### config.mk
export PLATFORM = sky130hd
export DESIGN_NAME = gf_inverse_seq
export DESIGN_NICKNAME = d
export VERILOG_FILES = /design/src/rtl/gf_pkg.sv /design/src/rtl/gfmul2.sv /design/src/rtl/gf_inverse_seq.sv
export SDC_FILE = /design/constraint.sdc
export NUM_CORES = 1
export LEC_CHECK = 0
export CAP_MARGIN = 20
export CELL_PAD_IN_SITES_DETAIL_PLACEMENT = 1
export CELL_PAD_IN_SITES_GLOBAL_PLACEMENT = 1
export CORE_UTILIZATION = 45
export CTS_BUF_LIST = sky130_fd_sc_hd__clkbuf_8 sky130_fd_sc_hd__clkbuf_16
export CTS_CLUSTER_SIZE = 14
export DETAILED_ROUTE_END_ITERATION = 6
export PLACE_DENSITY_LB_ADDON = 0.1
export SLEW_MARGIN = 20
export SYNTH_ARGS = -nofsm -noshare
export SYNTH_HDL_FRONTEND = slang
export SYNTH_HIERARCHICAL = 1
export SYNTH_SLANG_ARGS = --single-unit
### constraint.sdc
create_clock -name clk -period 5 [get_ports clk]
set_input_delay 1 -clock clk [delete_from_list [all_inputs] [get_ports clk]]
set_output_delay 1 -clock clk [all_outputs]
set_load 0.005 [all_outputs]
### src/rtl/gf_pkg.sv
// Shared definitions for the GF(2^m) arithmetic blocks: field limits,
// example reduction polynomials, FSM state type and the operand mask helper.
package gf_pkg;

  localparam int unsigned GF_WIDTH = 4;

  localparam logic [4:0] POLY_M3 = 5'b01011;  // x^3 + x + 1
  localparam logic [4:0] POLY_M4 = 5'b11001;  // x^4 + x^3 + 1

  typedef enum logic [1:0] {
    IDLE = 2'd0,
    SQ   = 2'd1,
    MUL  = 2'd2
  } state_t;

  // Low m bits set; bits at or above the field degree are cleared.
  function automatic logic [GF_WIDTH-1:0] mask(input logic [2:0] m);
    logic [GF_WIDTH-1:0] r;
    r = '0;
    for (int unsigned j = 0; j < GF_WIDTH; j++) begin
      r[j] = (3'(j) < m);
    end
    return r;
  endfunction

endpackage

### src/rtl/gfmul2.sv
// Combinational GF(2^m) multiplier with runtime field select (m, p).
// Operands are expected to be already reduced below x^m.
module gfmul2
  import gf_pkg::*;
#(
  parameter int unsigned WIDTH = GF_WIDTH
) (
  input  logic [2:0]       m,
  input  logic [4:0]       p,
  input  logic [WIDTH-1:0] a,
  input  logic [WIDTH-1:0] b,
  output logic [WIDTH-1:0] mul
);

  logic [WIDTH:0] acc;
  logic           top;

  // MSB-first shift-and-add; reduce whenever the x^m term appears after a shift.
  always_comb begin
    acc = '0;
    top = 1'b0;
    for (int unsigned k = 0; k < WIDTH; k++) begin
      acc = {acc[WIDTH-1:0], 1'b0};
      top = 1'b0;
      for (int unsigned j = 0; j <= WIDTH; j++) begin
        if (m == 3'(j)) top = acc[j];
      end
      if (top) acc = acc ^ (WIDTH+1)'(p);
      if (b[WIDTH-1-k]) acc = acc ^ {1'b0, a};
    end
    mul = acc[WIDTH-1:0];
  end

endmodule

### src/rtl/gf_inverse_seq.sv
// Sequential GF(2^m) inverter: inv = a^(2^m-2), built by alternating a
// squaring step and an accumulate-multiply step through one shared gfmul2.
module gf_inverse_seq
  import gf_pkg::*;
#(
  parameter int unsigned WIDTH = GF_WIDTH,
  parameter int unsigned CNT_W = 3
) (
  input  logic             clk,
  input  logic             rst,
  input  logic             start,
  input  logic [2:0]       m,
  input  logic [4:0]       p,
  input  logic [WIDTH-1:0] a,
  output logic             busy,
  output logic             done,
  output logic [WIDTH-1:0] inv,
  output logic             err
);

  state_t           state;
  logic [WIDTH-1:0] sq;
  logic [WIDTH-1:0] r;
  logic [CNT_W-1:0] cnt;
  logic [2:0]       m_q;
  logic [4:0]       p_q;

  logic [WIDTH-1:0] a_m;
  logic [WIDTH-1:0] mask_q;
  logic [WIDTH-1:0] op_a;
  logic [WIDTH-1:0] op_b;
  logic [WIDTH-1:0] mul;
  logic             legal;

  assign a_m    = a & WIDTH'(mask(m));
  assign mask_q = WIDTH'(mask(m_q));
  assign legal  = (m >= 3'd2) && (32'(m) <= WIDTH);

  always_comb begin
    op_a = '0;
    op_b = '0;
    case (state)
      SQ: begin
        op_a = sq & mask_q;
        op_b = sq & mask_q;
      end
      MUL: begin
        op_a = r & mask_q;
        op_b = sq & mask_q;
      end
      default: ;
    endcase
  end

  gfmul2 #(.WIDTH(WIDTH)) u_mul (
    .m   (m_q),
    .p   (p_q),
    .a   (op_a),
    .b   (op_b),
    .mul (mul)
  );

  always_ff @(posedge clk or posedge rst) begin
    if (rst) begin
      state <= IDLE;
      sq    <= '0;
      r     <= '0;
      cnt   <= '0;
      m_q   <= '0;
      p_q   <= '0;
      busy  <= 1'b0;
      done  <= 1'b0;
      inv   <= '0;
      err   <= 1'b0;
    end else begin
      done <= 1'b0;
      case (state)
        IDLE: begin
          if (start) begin
            m_q <= m;
            p_q <= p;
            if (legal && (a_m != '0)) begin
              sq    <= a_m;
              r     <= WIDTH'(1);
              cnt   <= CNT_W'(m - 3'd1);
              busy  <= 1'b1;
              state <= SQ;
            end else begin
              done <= 1'b1;
              err  <= 1'b1;
              inv  <= '0;
            end
          end
        end
        SQ: begin
          sq    <= mul;
          state <= MUL;
        end
        MUL: begin
          cnt <= cnt - CNT_W'(1);
          if (cnt != CNT_W'(1)) begin
            r     <= mul;
            state <= SQ;
          end else begin
            inv   <= mul;
            done  <= 1'b1;
            err   <= 1'b0;
            busy  <= 1'b0;
            state <= IDLE;
          end
        end
        default: state <= IDLE;
      endcase
    end
  end

endmodule

==> impl_metrics.json <==
{
  "status": "finished clean",
  "grt_pass1_vias": 1955,
  "rsz0062_at_grt": "false",
  "grt.total_usage_pct": 23.77,
  "clockBufferDepth": 2,
  "synth_fp_nets": 275,
  "nNetsFinal": 295,
  "setup_ws_ns": 0.5441,
  "die_x_um": 73.88,
  "cts_made_buffers": 3,
  "grt-ovfl-total": 0,
  "register_area_sq_um": 675.6,
  "grt_max_degree": 28,
  "wirelength_mm": 5.895,
  "path_max_fanout": 14,
  "drv_slew": 0,
  "nFillCells": 584,
  "skew_ns": 0.008583,
  "post-route-period-util_pct": 89.12,
  "dr.pass1.iters": 4,
  "preCtsSetupSlack_ns": 0.6192,
  "die_h_um": 73.88,
  "crit_type": "register to register",
  "vdd_drop_max_v": 0.0003179,
  "endpoint_kind": "register",
  "gp_congestion": 0.8383,
  "critPathMaxStageDelay_ns": 0.51,
  "vias": 1989,
  "fmax_mhz": 224.4,
  "post_cts_resized": 0,
  "power_density_mw_per_mm2": 460.1,
  "finalSetupTns_ns": 0,
  "cp-start-kind": "register",
  "dieArea_sq_mm": 0.005458,
  "fin_crit_ns": 4.456,
  "multi_input_area_sq_mm": 0.001545,
  "crit_required_ns": 5.17,
  "ios": 22,
  "clk_pin_slew_ns": 0.10,
  "finalSetupViolations": 0,
  "htreeDepth": 1,
  "viasPerCell": 5.885,
  "row_count": 25,
  "cts_sinks": 27,
  "worstPathCellList": "inv_1 > ha_1 > a22oi_1 > nor3b_1 > buf_4 > nand2_2 > a311oi_1 > a221oi_1 > o311a_1 > or3b_2 > mux2i_1 > o41ai_1 > xnor2_1 > nand2_1 > o21ai_0 > mux2_4",
  "total_power_mw": 1.212,
  "postSynthAreaPerCell_sq_um": 9.225,
  "worst_pin_slew_ns": 0.6450,
  "maxCapViolCount": 0,
  "wl_per_cell_um": 17.44,
  "syn_to_final_growth_pct": 13.29,
  "whs_ns": 0.5096,
  "cp_slowest_cell": "ha_1",
  "hold_viol_final": 0,
  "design.core.area_sq_mm": 0.004848,
  "antenna_cells": 0,
  "place_hpwl_mm": 4.636,
  "synth_cells": 252,
  "initial_core_util_pct": 47.95,
  "drive_gt1_share_pct": 15.87,
  "p_leak_nw": 1.060,
  "holdCritPathClass": "register to register",
  "io_buffers": 20,
  "hold_buffers": 0,
  "antenna_found_initial": 0,
  "final_util_pct": 54.32,
  "drt_iter0_drc": 96,
  "cts_tree": "done",
  "slew_headroom_pct": 56.91,
  "postCtsSetupBuffers": 0,
  "ant_nets": 0,
  "yosysWarnings": 6,
  "root_buffer": "clkbuf_8",
  "crit_arrival_ns": 4.62,
  "grt_pass1_wl_mm": 9.936,
  "synth_area_sq_mm": 0.002325,
  "clock_latency_ns": 0.27,
  "drc": 0
}
## critical path, delay by kind of cell, from the launching register on
family	cells	cell delay, ns
buffers and inverters	2	0.29
adder cells (fa/ha/maj)	1	0.51
AO/OA/AOI/OAI	6	1.41
XOR/XNOR	1	0.21
flip-flops	1	0.42
AND/OR/NAND/NOR	4	0.89
multiplexers	2	0.63
## state kept, by name, indices dropped and copies added (netlist names), 2 cells and up
name / flops
state: 2
m_q: 3
sq: 4
inv: 4
p_q: 4
r: 4
cnt: 3
## path summary, 6_finish.rpt
path                            startpoint  endpoint  slack [ns]  cells after the start
min in group asynchronous              rst    cnt[1]        1.10                      2
worst min-delay path                inv[3]    inv[3]        0.51                      1
worst max register to register    state[1]     sq[3]        0.54                     16
worst max-delay path              state[1]     sq[3]        0.54                     16
max in group asynchronous              rst     sq[2]        3.51                      2
worst min register to register      inv[3]    inv[3]        0.51                      1
## power breakdown
group	switching, mW	total (mW)	internal [mW]	leakage [nW]
combinational	0.365	0.664	0.300	0.700
clock	0.0684	0.124	0.0559	0.0255
sequential	0.123	0.423	0.300	0.335
total	0.556	1.21	0.656	1.06
## routing by layer
metal	vias to the layer above	share of wire, %	GRT usage (%)
met1	993	52	35.58
met2	29	46	37.21
met5	-	0	0
li1	962	-	-
met3	5	2.2	2.469
met4	0	0.56	3.846
## final cells by class
cell class              instances  area share [%]
multi-input cells             201           58.67
flip-flops and latches         27           25.65
repair buffers                 23           8.456
well taps                      67           3.183
inverters                      16           2.280
clock buffers                   3           1.568
clock inverters                 1          0.1900
## through the flow
step	std cells	instance area, sq um
after floorplan	252	2325
after global placement	334	2587
after detailed placement	334	2587
after CTS	338	2634
after global routing	338	2634
final	338	2634
## cells in the final DEF, fill, tap and decap left out, types with 5 or more instances in the layout
cell / instances
dfrtp_1: 27
inv_1: 15
mux2i_1: 10
nor2_1: 15
clkdlybuf4s50_1: 20
mux2_2: 8
xnor2_1: 9
a21oi_1: 12
ha_1: 8
nand2_1: 27
xor2_1: 6
and3_1: 5
o21ai_0: 14
nand3_1: 6
(Power assumes the default switching activity.)
